[config.mk]
export PLATFORM = sky130hd
export DESIGN_NAME = uart_rx_cfg
export DESIGN_NICKNAME = d
export VERILOG_FILES = /design/src/rtl/uart_pkg.sv /design/src/rtl/uart_rx_sync.sv /design/src/rtl/uart_rx_cfg.sv
export SDC_FILE = /design/constraint.sdc
export NUM_CORES = 1
export LEC_CHECK = 0
export BUFFER_PORTS_ARGS = -buffer_cell sky130_fd_sc_hd__buf_2
export CAP_MARGIN = 20
export CORE_ASPECT_RATIO = 0.5
export CORE_MARGIN = 5
export CORE_UTILIZATION = 26
export DETAILED_ROUTE_END_ITERATION = 16
export SLEW_MARGIN = 20
export SYNTH_ARGS = -nofsm -noshare
export SYNTH_HDL_FRONTEND = slang
export SYNTH_SLANG_ARGS = --single-unit
[constraint.sdc]
create_clock -name i_Clock -period 2.4 [get_ports i_Clock]
set_input_delay 0 -clock i_Clock [delete_from_list [all_inputs] [get_ports i_Clock]]
set_output_delay 0 -clock i_Clock [all_outputs]
set_load 0.005 [all_outputs]
[src/rtl/uart_pkg.sv]
// Shared UART definitions: parity modes, receiver state encoding and the
// 2-of-3 majority helper used for bit decisions.
package uart_pkg;

  localparam int unsigned PAR_NONE = 0;
  localparam int unsigned PAR_ODD  = 1;
  localparam int unsigned PAR_EVEN = 2;

  typedef enum logic [2:0] {
    IDLE,
    START,
    DATA,
    PARITY,
    STOP,
    DONE
  } rx_state_e;

  function automatic logic maj3(input logic a, input logic b, input logic c);
    return (a & b) | (a & c) | (b & c);
  endfunction

endpackage

[src/rtl/uart_rx_sync.sv]
// Two-flop synchroniser for an asynchronous serial input, plus a registered
// previous sample so consumers get a clean falling-edge strobe.
module uart_rx_sync (
  input  logic clk,
  input  logic rst_n,
  input  logic rx,
  output logic rx_s,
  output logic fall_edge
);

  logic meta;
  logic prev;

  always_ff @(posedge clk or negedge rst_n) begin
    if (!rst_n) begin
      meta <= 1'b1;
      rx_s <= 1'b1;
      prev <= 1'b1;
    end else begin
      meta <= rx;
      rx_s <= meta;
      prev <= rx_s;
    end
  end

  assign fall_edge = prev & ~rx_s;

endmodule

[src/rtl/uart_rx_cfg.sv]
// Configurable UART receiver: data width, parity and stop bits set by
// parameters; 3-sample majority per bit, parity/framing/break reporting.
module uart_rx_cfg
  import uart_pkg::*;
#(
  parameter int unsigned CLKS_PER_BIT = 868,
  parameter int unsigned DATA_BITS    = 8,
  parameter int unsigned PARITY       = PAR_NONE,
  parameter int unsigned STOP_BITS    = 1
) (
  input  logic                 i_Clock,
  input  logic                 i_Rst_L,
  input  logic                 i_RX_Serial,
  output logic                 o_RX_DV,
  output logic [DATA_BITS-1:0] o_RX_Byte,
  output logic                 o_Parity_Err,
  output logic                 o_Frame_Err,
  output logic                 o_Break,
  output logic                 o_Busy
);

  localparam int unsigned CW = $clog2(CLKS_PER_BIT);
  localparam int unsigned H  = CLKS_PER_BIT / 2;

  rx_state_e            state;
  logic [CW-1:0]        clk_cnt;
  logic [3:0]           bit_idx;
  logic                 stop_idx;
  logic [2:0]           smp;
  logic [DATA_BITS-1:0] shreg;
  logic                 par_bit;
  logic                 ferr;
  logic                 all_zero;
  logic                 pend;
  logic                 rx_s;
  logic                 fall_edge;
  logic                 bit_last;
  logic                 bit_val;
  logic                 par_err;

  uart_rx_sync u_sync (
    .clk      (i_Clock),
    .rst_n    (i_Rst_L),
    .rx       (i_RX_Serial),
    .rx_s     (rx_s),
    .fall_edge(fall_edge)
  );

  always_comb begin
    bit_last = (clk_cnt == CW'(CLKS_PER_BIT - 1));
    bit_val  = maj3(smp[0], smp[1], smp[2]);
    par_err  = 1'b0;
    if (PARITY != PAR_NONE) begin
      par_err = ((^shreg) ^ par_bit) != (PARITY == PAR_ODD);
    end
  end

  always_ff @(posedge i_Clock or negedge i_Rst_L) begin
    if (!i_Rst_L) begin
      state        <= IDLE;
      clk_cnt      <= '0;
      bit_idx      <= '0;
      stop_idx     <= 1'b0;
      smp          <= '0;
      shreg        <= '0;
      par_bit      <= 1'b0;
      ferr         <= 1'b0;
      all_zero     <= 1'b0;
      pend         <= 1'b0;
      o_RX_DV      <= 1'b0;
      o_RX_Byte    <= '0;
      o_Parity_Err <= 1'b0;
      o_Frame_Err  <= 1'b0;
      o_Break      <= 1'b0;
      o_Busy       <= 1'b0;
    end else begin
      o_RX_DV <= 1'b0;
      if (state != IDLE && state != DONE) begin
        if (clk_cnt == CW'(H - 1)) smp[0] <= rx_s;
        if (clk_cnt == CW'(H))     smp[1] <= rx_s;
        if (clk_cnt == CW'(H + 1)) smp[2] <= rx_s;
        clk_cnt <= bit_last ? '0 : clk_cnt + CW'(1);
      end
      case (state)
        IDLE: begin
          if (fall_edge) begin
            state   <= START;
            clk_cnt <= '0;
            o_Busy  <= 1'b1;
          end
        end
        START: begin
          if (bit_last) begin
            if (bit_val) begin
              state  <= IDLE;
              o_Busy <= 1'b0;
            end else begin
              state    <= DATA;
              bit_idx  <= '0;
              stop_idx <= 1'b0;
              ferr     <= 1'b0;
              all_zero <= 1'b1;
            end
          end
        end
        DATA: begin
          if (bit_last) begin
            shreg    <= {bit_val, shreg[DATA_BITS-1:1]};
            all_zero <= all_zero & ~bit_val;
            if (bit_idx == 4'(DATA_BITS - 1)) begin
              state <= (PARITY != PAR_NONE) ? uart_pkg::PARITY : STOP;
            end else begin
              bit_idx <= bit_idx + 4'd1;
            end
          end
        end
        // Qualified: the PARITY parameter shadows the state name.
        uart_pkg::PARITY: begin
          if (bit_last) begin
            par_bit  <= bit_val;
            all_zero <= all_zero & ~bit_val;
            state    <= STOP;
          end
        end
        STOP: begin
          if (bit_last) begin
            ferr     <= ferr | ~bit_val;
            all_zero <= all_zero & ~bit_val;
            if (stop_idx == 1'(STOP_BITS - 1)) begin
              state <= DONE;
              // A start edge landing right at the stop-bit end is kept for DONE.
              pend  <= fall_edge;
            end else begin
              stop_idx <= 1'b1;
            end
          end
        end
        DONE: begin
          o_RX_DV      <= 1'b1;
          o_RX_Byte    <= shreg;
          o_Parity_Err <= par_err;
          o_Frame_Err  <= ferr;
          o_Break      <= all_zero;
          pend         <= 1'b0;
          if (pend || fall_edge) begin
            state   <= START;
            clk_cnt <= pend ? CW'(1) : '0;
          end else begin
            state  <= IDLE;
            o_Busy <= 1'b0;
          end
        end
        default: state <= IDLE;
      endcase
    end
  end

endmodule

* After elaboration in Yosys (flattened, before gate mapping) *
Cells that the tools add are included.

storage, ports and cells
  input bits = 3
  output and inout bits = 13
  register bits after elaboration = 47
  word-level logic and storage cells = 115

cells by class
  mux-type cells = 41
  equal/unequal tests = 23
  bitwise operators = 10
  reductions and logical operators = 20
  add/sub/neg operators = 2

operators by type and width
  operator                                         number
  two-way mux 10 bit                               4
  == test 10 x 9 -> 1 bit (second input constant)  3
  inequality test 2 bit (second input constant)    11
  two-way mux 3 bit                                7
  one-hot mux 10 bit (2 select lines)              1
  one-hot mux 3 bit (6 select lines)               1
  two-way mux 1 bit                                17
  two-way mux 4 bit                                4
  adder 10 x 1 -> 10 bit (second input constant)   1
  == test 10 bit (second input constant)           1
  AND reduction 5 bit                              2
  one-hot mux 1 bit (2 select lines)               4
  one-hot mux 4 bit (2 select lines)               1
  AND reduction 2 bit                              4
  AND reduction 4 bit                              2
  nonzero test 2 bit                               4
  AND reduction 7 bit                              1
  == test 3 x 2 -> 1 bit (second input constant)   2
  == test 3 bit (second input constant)            2
  nonzero test 3 bit                               2
  AND 1 bit                                        5
  adder 4 x 1 -> 4 bit (second input constant)     1
  == test 4 x 3 -> 1 bit (second input constant)   1
  == test 3 x 1 -> 1 bit (second input constant)   1
  11 further kinds                                 14

* Logic depth before layout (Yosys ltp) *
Gate-level depths: netlist of run 1.

  depth after elaboration = 7
  depth in mapped cells = 7
  gate-level depth less buffers = 5

* Modules after synthesis *
Synthesis of run 1 repeated with hierarchy kept, for this count alone.

second synthesis, totals
  cell total of the unflattened synthesis = 188
  area, all modules = 2194.6 µm²

by module, submodules not included
  module        sequential area each (µm²)  times used  area an instance (µm²)  cells each
  uart_rx_cfg   1076.0                      1           2102.0                  184
  uart_rx_sync  78.8                        1           92.6                    4

* Least setup slack after synthesis of run 1 *
No wires, ideal clock.

  kind = reg2reg
  from = register clk_cnt[0]
  to = register shreg[0]
  data required time = 2.275 ns
  stages on the path, launching flop included = 8
  setup time = 0.125 ns
  clock period less this slack = 1.839 ns
  slack = 0.561 ns
  data arrival time = 1.714 ns
  buffers on the path = 2
  path through = dfrtp_1 > ha_1 > and4bb_1 > and4_1 > buf_6 > and2_4 > buf_6 > mux2_4

between the ends
  word-level cells in the longest chain between the ends = 2

RTL lines
  item                           line                source
  start, declared                uart_rx_cfg.sv:26   logic [CW-1:0] clk_cnt;
  start signal, assigned         uart_rx_cfg.sv:82   clk_cnt <= bit_last ? '0 : clk_cnt + CW'(1);
  start signal, assigned         uart_rx_cfg.sv:147  clk_cnt <= pend ? CW'(1) : '0;
  == test 10 bit                 uart_rx_cfg.sv:50   bit_last = (clk_cnt == CW'(CLKS_PER_BIT - 1));
  AND reduction 2 bit (no line)  -
  end signal, assigned           uart_rx_cfg.sv:108  shreg <= {bit_val, shreg[DATA_BITS-1:1]};
  end, declared                  uart_rx_cfg.sv:30   logic [DATA_BITS-1:0] shreg;

Every way passes these cells.
A chain may end at the register's enable or synchronous reset.

* Final worst setup path of run 1 *
  from = register clk_cnt[0]
  to = register bit_idx[3]

between the ends
  word-level cells in the longest chain between the ends = 3
  elaborated cells between the ends (all ways) = 4
  those cells by class = 3 x eq/ne; 1 x reduce/logical

RTL lines
  item                               line                source
  == test 10 bit (*)                 uart_rx_cfg.sv:50
  inequality test 2 bit (no line)    -
  AND reduction 5 bit (no line) (*)  -
  end signal, assigned               uart_rx_cfg.sv:113  bit_idx <= bit_idx + 4'd1;
  end, declared                      uart_rx_cfg.sv:27   logic [3:0] bit_idx;

Mark *: on every way between the ends. The rest lies on a longest branch, timed or not.

==> results.md, run 1 <==
- The number of nets still failing antenna checks after routing is 0.
- The largest driver fanout on the critical path is 11.
- Port buffering added 14 buffers.
- The total chip power is 1.778 mW.
- For this design the top-level I/O count stands at 16.
- The number of synthesized register bits is between 40 and 50.
- The clock skew after layout is a little over 0.006 ns.
- The highest clock frequency the design can meet is ~470 MHz.
- The detail-routed net length per standard cell is around 13 µm.
- The netlist area before placement is 2223 µm².
- The leakage power figure is roughly 1.2 nW.
- The total length of routed wires is around 4400 µm.
- After detailed routing, the number of remaining DRC violations is 0.
- The worst setup path is of the reg -> reg kind.
- After clock tree synthesis, the clock-pin slew on the worst setup and hold paths is ~0.070 ns.
- For this design the ratio of total power to cell area is ~700 nW/µm².
- TritonCTS created 5 clock buffers.
- The final critical-path share of the clock period is 87.93%.
- After the first detailed-routing iteration, the DRC count stood at 71.
- Setup repair after global routing left no endpoint under its margin.
- The overflow left after global routing is 0.
- TritonCTS built the clock tree.
- The antenna diode count is 0.
- The number of global-route vias before repair is roughly 1600.
- STA classifies the critical path startpoint as a flip-flop.
- The headroom to the max-slew limit is 61.03%.
- The die is about 140 µm wide.
- Synthesis produced a netlist whose cell count is about 210.
- The count of synthesis-stage warnings from yosys is 0.
- At the worst endpoint, the required time is around 2.6 ns.
- The first global-routing pass estimated approximately 7600 µm of wire.
- The global placement routability congestion is ~0.84.
- Global routing used under 10% of the available tracks across all layers.
- The die covers 10610 µm².
- The initial core utilization is a little over a quarter.
- The cell sitting at the root of the clock tree is a clkbuf_16.
- The number of nets in the synthesized netlist is 216.
- The max-slew violation count came to 0.
- The number of H-tree levels is 2.
- IR analysis of the VDD net gives a maximum drop of about 0.27 mV.
- In the synthesized netlist the dominant register cell turns out to be dfrtp_1.
- The largest net degree at the start of global routing is 47.
- The via density per instance is roughly 4.6.
- The number of placed instances, taps included is around 330.
- The arrival time reported for the critical path endpoint is about 2.3 ns.
- Summing over every cut layer, the via total after detailed routing is around 1500.
- The number of antenna violations at the first check in global routing is 0.
- The synthesized design contains 0 enable-type register cells.
- The area added between synthesis and finish is 14.74%.
- At the pin with the least slew margin, the transition time is ~0.58 ns.
- The total negative slack is 0 ns.
- Each instance of the synthesized netlist takes up on average 10.64 µm².
- The number of gates given a new drive strength after cts is 0.
- The vertical extent of the die is 75.39 µm.
- On the final layout, the worst hold slack is approximately 0.26 ns.
- The net count of the finished layout is 230.
- The count of standard-cell rows is 23.
- The longest clock path from root to sink contains 2 buffers.
- The run finished with clean final reports.
- Setup violations remaining at the end of the flow were counted as 0.
- The floorplan core area is 8173 µm².
- The CTS sink count is between 40 and 50.
- In the synthesized netlist the async set-or-reset flop fraction comes to between 90% and 100%.
- Across the run, the number of max-cap violations was 0.
- In the final layout, the share of cells above drive strength 1 is approximately a fifth.
- The final-report hold violation count came to 0.
- Cells fill 31.22% of the core in the end.
- The sequential area share after synthesis is about half.
- The path class of the tightest hold or removal check is in -> async.
- The half-perimeter wire length after placement is between 3000 and 4000 µm.
- The type of element capturing the critical path is a flip-flop.
- The distinct cell type count of the synthesized netlist is 49.
- The first detailed-routing pass ran for 4 iterations.
- The later pin in the worst-skew pair is clocked with a latency of 0.29 ns.
- Subtracting the final worst setup slack from the clock period gives around 2.1 ns.
- The post-route non-filler standard cell count is 336.
repair_timing:
| action | 4_1_cts | 5_1_grt |
|---|---|---|
| hold endpoints to repair | 44 | 0 |
| buffers inserted | 0 | 0 |
| hold buffers | 2 | 0 |
registers in the layout, indices dropped and copies added, names as in the netlist:
signal,cells
o_Busy,1
pend,1
o_Frame_Err,1
u_sync.prev,1
ferr,1
o_Break,1
o_RX_DV,1
u_sync.meta,1
bit_idx,4
all_zero,1
state,3
smp,3
shreg,8
o_RX_Byte,8
u_sync.rx_s,1
clk_cnt,10
cells in the final DEF, fill, tap and decap left out, types with 2 or more instances in the layout:
cell type,n
clkinvlp_4,2
mux2_4,8
nand3b_1,2
or2_2,3
and3_1,4
o21ai_0,10
dlygate4sd3_1,2
a21oi_1,8
o211ai_1,4
and4_1,3
a21o_1,2
o31ai_1,2
xor2_1,6
o21ai_1,2
nor3b_2,2
ha_1,4
clkbuf_16,5
buf_2,13
nand2_1,40
buf_4,2
dfrtp_1,43
nor2b_1,3
nor2_1,11
o2111ai_1,2
nand4_1,3
nand3_1,2
or3_1,2
inv_1,6
dfstp_2,3
mux2_2,4
synth_stat cells (2+ instances only):
| cell type | instances | area, µm² |
|---|---|---|
| dfrtp_1 | 43 | 1076 |
| nand2_1 | 40 | 150.1 |
| nor2_1 | 11 | 41.29 |
| o21ai_0 | 10 | 50.05 |
| a21oi_1 | 8 | 40.04 |
| mux2_4 | 8 | 120.1 |
| inv_1 | 6 | 22.52 |
| xor2_1 | 6 | 52.55 |
| and3_1 | 4 | 25.02 |
| buf_2 | 4 | 20.02 |
| ha_1 | 4 | 50.05 |
| mux2_2 | 4 | 45.04 |
| o211ai_1 | 4 | 30.03 |
| and4_1 | 3 | 26.28 |
| clkbuf_1 | 3 | 11.26 |
| dfstp_2 | 3 | 78.83 |
| nand4_1 | 3 | 18.77 |
| nor2b_1 | 3 | 18.77 |
| or2_2 | 3 | 18.77 |
| a21o_1 | 2 | 15.01 |
| buf_6 | 2 | 22.52 |
| nand3_1 | 2 | 10.01 |
| nand3b_1 | 2 | 15.01 |
| nor3b_2 | 2 | 25.02 |
| o2111ai_1 | 2 | 17.52 |
| o21ai_1 | 2 | 10.01 |
| o31ai_1 | 2 | 15.01 |
| or3_1 | 2 | 12.51 |
stage by stage:
stage          setup WS [ns]  cell area (µm²)
6_report              0.2898             2551
5_1_grt              0.04796             2551
4_1_cts               0.2977             2549
3_5_place_dp          0.2979             2380
3_3_place_gp          0.3997             2380
2_1_floorplan         0.5612             2223
path summary, 6_finish.rpt:
path | cells after the start | slack (ns) | endpoint | startpoint
worst max-delay path | 5 | 0.29 | bit_idx[3] | clk_cnt[0]
worst min-delay path | 2 | 0.26 | smp[0] | i_Rst_L
worst max register to register | 5 | 0.29 | bit_idx[3] | clk_cnt[0]
worst min register to register | 0 | 0.36 | u_sync.rx_s | u_sync.meta
max in group asynchronous | 2 | 1.74 | state[2] | i_Rst_L
min in group i_Clock | 2 | 0.35 | u_sync.meta | i_RX_Serial
metal layers:
metal,wire (µm),track usage [%],up-vias
met5,0,0,-
met3,154,2.759,4
met2,2035,14.99,19
met4,36,2.256,0
met1,2156,11.38,759
li1,-,-,762
kinds of logic (layout without fill, tap and decap cells):
family,Yosys count,count (layout),synth area share [%]
fa+ha+maj,5,5,2.701
mux,13,13,7.879
other cells,1,1,0.1687
xor+xnor,7,7,3.095
simple gates,79,79,17.95
buf+inv,16,31,3.770
flops,46,46,51.94
compound gates,42,42,12.49
final cells by class:
cell class	instances	area, µm²
Clock inverter	3	23.77
Sequential cell	46	1155
Multi-Input combinational cell	147	984.7
Clock buffer	5	125.1
Inverter	6	22.52
Tap cell	112	140.1
Fill cell	836	5622
Timing Repair Buffer	17	100.1
power breakdown:
group          leakage [nW]  switching [mW]  internal (mW)
combinational         0.504           0.106         0.0721
clock                0.0664           0.299          0.389
sequential            0.616          0.0848          0.827
total                  1.19           0.490           1.29
worst max-delay path, stage by stage, from the launching register on:
cell and delay (ns):
dfrtp_1 0.43, ha_1 0.27, and4bb_1 0.22, nand4_1 0.41, or4b_1 0.63, o21ai_0 0.08
Note: power is estimated with default switching activity, not from simulation.
==> inputs of run 2 (changes only) <==
- CORE_UTILIZATION: 26 -> 46
- PLACE_DENSITY: unset -> 0.66
- clock period: 2.4 -> 1.75 ns (I/O delays scaled with it)
==> run 2 against run 1 <==
Critical path depth up 1. Via count rose by 3.4%. Setup slack worse by 0.20 ns. Sequential share of layout area is 1.1 points lower. Wire length decreased by 0.82%. Non-clock buffer count grew 23. Clock power is 7.1% lower. Global-route usage grew 6.3 points. Combinational power up 150%. Critical path type unchanged. Largest cell class unchanged. Largest power group unchanged.
==> results.md, run 2 (synthesis gave the netlist of run 1 again) <==
- Outcome: complete, no violations (unchanged).
- The half-perimeter wire length after placement came to 3124 µm (was 3015 µm).
- The detail-routed net length per standard cell is 13.89 µm (was 13.04 µm).
- The global routing usage summed across all routing layers came to 15.23% (was 8.889%).
- The area added between synthesis and finish is 17.78% (was 14.74%).
- The clock-pin slew on the worst setup and hold paths was 0.09 ns (was 0.07 ns).
- The number of placed I/O pins was 16 (unchanged).
- The vertical extent of the die is 59.16 µm (was 75.39 µm).
- The number of antenna violations at the first check in global routing is 0 (unchanged).
- The via density per instance is 5.102 (was 4.595).
- The maximum number of buffers from clock root to sink is 2 (unchanged).
- The total power divided by cell area was 867.4 nW/µm² (was 696.8 nW/µm²).
- The number of flip-flops under the largest register name is 10 (unchanged).
- The residual DRC count came to 0 (unchanged).
- The via count is 1597 (was 1544).
- The total chip power is 2.271 mW (was 1.778 mW).
- The number of buffer cells added on primary ports is 14 (unchanged).
- The number of CTS-inserted buffers is 5 (unchanged).
- The number of H-tree levels is 2 (unchanged).
- The overflow left after global routing came to 0 (unchanged).
- The fraction of final layout cells sized beyond drive strength 1 came to 28.74% (was 20.54%).
- The shortest period the worst path allows is 1.659 ns (was 2.110 ns).
- The CTS root buffer is clkbuf_8 (was clkbuf_16).
- The type of the most critical hold path is in -> async (unchanged).
- The headroom to the max-slew limit was 61.57% (was 61.03%).
- The most common library cell in the layout ignoring fill and taps is dfrtp_1 (unchanged).
- The class of the most critical setup path is reg -> reg (unchanged).
- The transition time at the pin with the least slew margin is 0.5764 ns (was 0.5845 ns).
- The final-report hold violation count is 0 (unchanged).
- The TritonCTS clock tree was built (unchanged).
- The area of all sequential standard cells came to 1156 µm² (was 1155 µm²).
- The floorplan core area is 4531 µm² (was 8173 µm²).
- The final count of negative-setup-slack endpoints was 0 (unchanged).
- The delay of the slowest cell on the worst path is 0.37 ns (was 0.63 ns).
- The slowest stage cell on the critical path is dfrtp_1 (was or4b_1).
- The arrival time reported for the critical path endpoint came to 1.84 ns (was 2.32 ns).
- The type of origin of the critical path is a flip-flop (unchanged).
- The clock skew after layout was 0.01115 ns (was 0.006193 ns).
- The final critical-path share of the clock period came to 94.81% (was 87.93%).
- The net count of the finished layout came to 253 (was 230).
- The register with the most flip-flops was clk_cnt (unchanged).
- Critical-path cell list: ha_2, and4bb_1, nand4_1, buf_4, a21o_1, mux2_2 (was ha_1, and4bb_1, nand4_1, or4b_1, o21ai_0).
- The type of element capturing the critical path is a flip-flop (unchanged).
- The antenna diode count is 0 (unchanged).
- The largest net degree at the start of global routing is 47 (unchanged).
- The x dimension of the die was 108.3 µm (was 140.8 µm).
- The max-slew violation count is 0 (unchanged).
- The largest driver fanout on the critical path is 10 (was 11).
- The highest clock frequency the design can meet is 602.7 MHz (was 473.9 MHz).
- The design area is 2619 µm² (was 2551 µm²).
- The total length of routed wires is 4347 µm (was 4383 µm).
- The initial core utilization came to 49.07% (was 27.20%).
- The setup fix buffers added after clock tree synthesis came to 0 (unchanged).
- The largest voltage drop on the vdd net is 0.5053 mV (was 0.2681 mV).
- The reported max-cap violation count was 0 (unchanged).
- The die area is 6408 µm² (was 10610 µm²).
- Highest-count cells in the layout ignoring fill and taps: dfrtp_1, nand2_1, buf_4 (was dfrtp_1, nand2_1, buf_2).
- The number of global-route vias before repair is 1623 (was 1552).
- The CTS sink count was 46 (unchanged).
- The worst endpoint required time was 1.93 ns (was 2.61 ns).
- The leakage power figure is 1.276 nW (was 1.187 nW).
- The first-pass GRT wire length is 7569 µm (was 7555 µm).
- The worst-case hold slack came to 0.3115 ns (was 0.2610 ns).
- The count of standard-cell rows came to 17 (was 23).
- The instance area after placement is 2497 µm² (was 2380 µm²).
- The clock network latency to the later pin of the worst-skew pair is 0.30 ns (was 0.29 ns).
- The multi-input combinational cell area was 1001 µm² (was 984.7 µm²).
- Top flop regs: clk_cnt: 10 flops, o_RX_Byte: 8 flops, shreg: 8 flops (unchanged).
- The first-iteration detailed-routing DRC count is 108 (was 71).
- Unrepaired setup endpoints after global routing: false (unchanged).
- The number of search-and-repair iterations in the first detailed-routing pass is 4 (unchanged).
- The number of nets still failing antenna checks after routing is 0 (unchanged).
- The global placement routability congestion is 0.8141 (was 0.8397).
- The fill cell total of the finished layout is 388 (was 836).
==> run 2: cell count changes in the layout (fill, tap and decap cells not counted), moves of 2 or more <==
cell / change
clkbuf_8: +5
clkbuf_16: -5
buf_4: +22
clkinvlp_4: -2
==> run 2: critical path, delay by kind of cell (launching register included) <==
| kind | cells | cell delay, ns |
|---|---|---|
| buf+inv | 1 | 0.22 |
| fa+ha+maj | 1 | 0.18 |
| simple gates | 2 | 0.34 |
| flops | 1 | 0.37 |
| compound gates | 1 | 0.17 |
| mux | 1 | 0.26 |
==> run 2: path summary, 6_finish.rpt <==
| path | from | end | slack, ns | cells after the start |
|---|---|---|---|---|
| hold reg to reg | u_sync.meta | u_sync.rx_s | 0.36 | 0 |
| hold / removal | i_Rst_L | o_Break | 0.31 | 3 |
| max in group asynchronous | i_Rst_L | state[0] | 1.01 | 3 |
| setup / recovery | clk_cnt[1] | bit_idx[0] | 0.09 | 6 |
| setup reg to reg | clk_cnt[1] | bit_idx[0] | 0.09 | 6 |
| min in group i_Clock | i_RX_Serial | u_sync.meta | 0.34 | 2 |
==> run 2: final cells by class <==
cell class                      instances  area share [%]
Sequential cell                        46           44.15
Multi-Input combinational cell        147           38.22
Timing Repair Buffer                   40           10.32
Tap cell                               66           3.153
Clock buffer                            6           2.771
Inverter                                6          0.8600
Clock inverter                          2          0.5256
==> run 2: layer usage <==
layer	GRT usage [%]	routed length, µm	vias up
met1	20.68	2250	759
met3	4.026	183	5
met5	0	0	-
met2	23.59	1862	31
li1	-	-	802
met4	5.755	50	0
==> run 2: what timing repair did <==
| item | in CTS | in global routing |
|---|---|---|
| hold endpoints to repair | 44 | 0 |
| hold buffers | 2 | 0 |
| setup endpoints to repair | 0 | 2 |
| gates resized for setup | 0 | 3 |
==> run 2: report_power, final <==
group          switching (mW)  internal [mW]
logic                   0.234          0.208
registers              0.0553           1.13
clock network           0.358          0.282
==> run 2: metrics by stage <==
stage	cells	setup WS, ns	utilization (%)	setup TNS (ns)
after global routing	313	0.01787	57.80	0
after global placement	303	0.1181	55.12	0
after CTS	313	0.04145	57.47	0
after detailed placement	303	0.05836	55.12	0
after floorplan	209	-0.03189	-	-0.2551
final	313	0.09088	57.80	0
==> inputs of run 3 (changes only) <==
--- a/config.mk
+++ b/config.mk
@@ -16,3 +16,4 @@
 export SYNTH_ARGS = -nofsm -noshare
 export SYNTH_HDL_FRONTEND = slang
+export SYNTH_HIERARCHICAL = 1
 export SYNTH_SLANG_ARGS = --single-unit
==> constraint.sdc (replaced) <==
create_clock -name i_Clock -period 1.75 [get_ports i_Clock]
set_input_delay 0.175 -clock i_Clock [delete_from_list [all_inputs] [get_ports i_Clock]]
set_output_delay 0.175 -clock i_Clock [all_outputs]
set_load 0.005 [all_outputs]
==> run 3 against run 2 <==
Critical path depth unchanged. Combinational power rose by 14%. Sequential power about the same. Register-to-register slack got worse by 0.05 ns. Synthesized cell count down 10%. Cell area increased by 5.1%. Critical path type unchanged. Critical endpoint is now ferr. Largest power group unchanged.
==> results.md, run 3 <==
- Outcome: complete, no violations (unchanged).
- The number of CTS-inserted buffers is 5 (unchanged).
- The most common flop cell mapped by yosys is dfrtp_1 (unchanged).
- The total length of routed wires came to 4395 µm (was 4347 µm).
- The end-of-flow core utilization is 61.04% (was 57.80%).
- The type of the most critical hold path is reg -> reg (was in -> async).
- The overflow left after global routing was 0 (unchanged).
- The number of placed instances, taps included came to 289 (was 303).
- The half-perimeter wire length after placement came to 3212 µm (was 3124 µm).
- The arrival time reported for the critical path endpoint came to 1.90 ns (was 1.84 ns).
- The largest driver fanout on the critical path is 4 (was 10).
- Most common library cells after synthesis: dfrtp_1, mux2_2, nand2_1 (was dfrtp_1, nand2_1, nor2_1).
- The leakage power figure is 1.349 nW (was 1.276 nW).
- The clock network latency to the later pin of the worst-skew pair was 0.30 ns (about the same).
- The capturing point of the worst reg2reg path was ferr (was bit_idx[0]).
- The number of flip-flops under the largest register name was 10 (unchanged).
- The biggest area consumer among synthesized cells is dfrtp_1 (unchanged).
- The type of element capturing the critical path is a flip-flop (unchanged).
- The clock-pin slew on the worst setup and hold paths came to 0.08 ns (was 0.09 ns).
- The shortest period the worst path allows came to 1.708 ns (was 1.659 ns).
- The vertical extent of the die is 58.84 µm (was 59.16 µm).
- The total negative slack is 0 ns (unchanged).
- The count of synthesis-stage warnings from yosys is 6 (was 0).
- The number of enable-type register cells in the synthesized netlist is 0 (unchanged).
- The post-route non-filler standard cell count came to 301 (was 313).
- The highest clock frequency the design can meet is 585.4 MHz (was 602.7 MHz).
- The number of search-and-repair iterations in the first detailed-routing pass is 4 (unchanged).
- The final-report hold violation count is 0 (unchanged).
- The distinct cell type count of the synthesized netlist was 55 (was 49).
- The fill cell total of the finished layout came to 369 (was 388).
- The worst setup path startpoint is clk_cnt[1] (unchanged).
- The number of H-tree levels is 2 (unchanged).
- Unrepaired setup endpoints after global routing: true (was false).
- The largest net degree at the start of global routing is 25 (was 47).
- The antenna diode count was 0 (unchanged).
- The TritonCTS clock tree is built (unchanged).
- The via count is 1606 (was 1597).
- The worst setup margin came to 0.04175 ns (was 0.09088 ns).
- The fraction of final layout cells sized beyond drive strength 1 came to 40.00% (was 28.74%).
- The net count of the finished layout came to 241 (was 253).
- The average footprint of a synthesized cell is 11.67 µm² (was 10.64 µm²).
- The count of standard-cell rows was 17 (unchanged).
- The transition time at the pin with the least slew margin is 0.5627 ns (was 0.5764 ns).
- The CTS sink count was 46 (unchanged).
- The initial core utilization is 48.67% (was 49.07%).
- The register with the most flip-flops is clk_cnt (unchanged).
- The number of nets in the synthesized netlist is 195 (was 216).
- The global routing usage summed across all routing layers came to 15.46% (was 15.23%).
- The netlist area before placement was 2195 µm² (was 2223 µm²).
- The total power divided by cell area came to 862.5 nW/µm² (was 867.4 nW/µm²).
- The CTS root buffer is clkbuf_8 (unchanged).
- The die area is 6336 µm² (was 6408 µm²).
- The number of nets still failing antenna checks after routing is 0 (unchanged).
- The launch instance of the worst register-to-register path is clk_cnt[1] (unchanged).
- The total chip power is 2.374 mW (was 2.271 mW).
- The final critical-path share of the clock period is 97.61% (was 94.81%).
- The share of synthesized flip-flops with an asynchronous set or reset is 100.0% (unchanged).
- The worst endpoint required time is 1.94 ns (was 1.93 ns).
- The clock skew after layout is 0.006233 ns (was 0.01115 ns).
- Highest-count cells in the layout ignoring fill and taps: dfrtp_1, buf_4, buf_2 (was dfrtp_1, nand2_1, buf_4).
- The x dimension of the die is 107.7 µm (was 108.3 µm).
- The instance area after placement is 2547 µm² (was 2497 µm²).
- The via density per instance was 5.336 (was 5.102).
- The share of the synthesized area in the top cell type came to 49.03% (was 48.40%).
- The worst-case hold slack is 0.3587 ns (was 0.3115 ns).
- The number of global-route vias before repair came to 1638 (was 1623).
- The number of buffer cells added on primary ports is 14 (unchanged).
- The reported max-cap violation count is 0 (unchanged).
- The number of placed I/O pins was 16 (unchanged).
- The most common library cell in the layout ignoring fill and taps is dfrtp_1 (unchanged).
- The number of antenna violations at the first check in global routing is 0 (unchanged).
- The floorplan core area is 4509 µm² (was 4531 µm²).
- The placement-stage worst setup slack is -0.01911 ns (was 0.05836 ns).
- The number of synthesized register bits was 46 (unchanged).
- The largest voltage drop on the vdd net is 0.4161 mV (was 0.5053 mV).
- The max-slew violation count is 0 (unchanged).
- The final count of negative-setup-slack endpoints is 0 (unchanged).
- The number of cells traversed by the worst register-to-register path is 6 (unchanged).
- The maximum number of buffers from clock root to sink is 2 (unchanged).
- The design area was 2753 µm² (was 2619 µm²).
- The reg-to-reg setup timing slack came to 0.04 ns (was 0.09 ns).
- The headroom to the max-slew limit is 62.48% (was 61.57%).
- The global placement routability congestion is 0.8587 (was 0.8141).
- Top flop regs: clk_cnt: 10 flops, o_RX_Byte: 8 flops, shreg: 8 flops (unchanged).
- The area added between synthesis and finish is 25.43% (was 17.78%).
- The type of origin of the critical path is a flip-flop (unchanged).
- The last element of the critical path is ferr (was bit_idx[0]).
- The first-pass GRT wire length is 7638 µm (was 7569 µm).
- Area contributors post-synth: dfrtp_1, mux2_2, dfstp_2, xor2_1, ha_1 (was dfrtp_1, nand2_1, mux2_4, dfstp_2, xor2_1).
- The residual DRC count was 0 (unchanged).
- The first-iteration detailed-routing DRC count came to 80 (was 108).
- The sequential area share after synthesis was 52.62% (was 51.94%).
- The detail-routed net length per standard cell is 14.60 µm (was 13.89 µm).
- The gate count after technology mapping was 188 (was 209).
- The cell with the most instances after synthesis is dfrtp_1 (unchanged).
- The class of the most critical setup path is reg -> reg (unchanged).
==> run 3: cell count changes after synthesis, sizes merged, moves of 3 or more <==
cell | before | now
nand2 | 40 | 12
mux2 | 12 | 21
a21oi | 9 | 6
o21ai | 12 | 9
==> run 3: layout make-up <==
| class | instances | area [µm²] | area share [%] |
|---|---|---|---|
| Clock inverter | 1 | 5.005 | 0.1818 |
| Tap cell | 66 | 82.58 | 3.000 |
| Clock buffer | 7 | 86.33 | 3.136 |
| Inverter | 6 | 22.52 | 0.8182 |
| Timing Repair Buffer | 47 | 337.8 | 12.27 |
| Multi-Input combinational cell | 128 | 1062 | 38.59 |
| Sequential cell | 46 | 1156 | 42.00 |
==> run 3: worst min-delay path by stage <==
| stage | from | end | slack (ns) | cells past startpoint |
|---|---|---|---|---|
| finish | u_sync/meta | u_sync/rx_s | 0.36 | 0 |
| global route | u_sync/meta | u_sync/rx_s | 0.37 | 0 |
| CTS | u_sync/meta | u_sync/rx_s | 0.36 | 0 |
| detailed placement | i_Rst_L | shreg[5] | 0.20 | 1 |
| global placement | i_Rst_L | shreg[5] | 0.18 | 1 |
| floorplan | i_Rst_L | all_zero | -0.12 | 0 |
==> run 3: what timing repair did <==
item / 4_1_cts / 5_1_grt
hold buffers: 2 / 0
hold endpoints to repair: 23 / 0
setup endpoints to repair: 3 / 15
setup buffers: 2 / 0
pin swaps: 4 / 7
resized for setup: 2 / 19
==> run 3: cells by family after synthesis <==
logic type | count (synthesis) | share of synthesized area, %
other | 1 | 0.1709
AO/OA/AOI/OAI | 40 | 12.83
buffers and inverters | 14 | 2.793
adder cells (fa/ha/maj) | 5 | 2.737
multiplexers | 23 | 11.69
flip-flops | 46 | 52.62
AND/OR/NAND/NOR | 52 | 14.03
XOR/XNOR | 7 | 3.136
==> run 3: routing by layer <==
metal / vias up / part of all wire, % / global-route usage [%]
li1: 770 / - / -
met1: 805 / 49 / 20.06
met4: 0 / 1.7 / 6.835
met5: - / 0 / 0
met3: 7 / 3.2 / 3.834
met2: 24 / 46 / 24.91
==> run 3: worst max-delay path: stages, from the launching register on <==
cell and delay [ns]:
dfrtp_1 0.40, ha_4 0.15, and4bb_2 0.25, nand4_4 0.14
buf_6 0.16, o41a_1 0.30, o22a_1 0.20
==> run 3: power by group <==
group	total (mW)	leakage, nW	internal, mW	switching, mW
clock	0.664	0.0482	0.319	0.345
sequential	1.20	0.618	1.14	0.0646
combinational	0.506	0.682	0.245	0.261
total	2.37	1.35	1.70	0.670
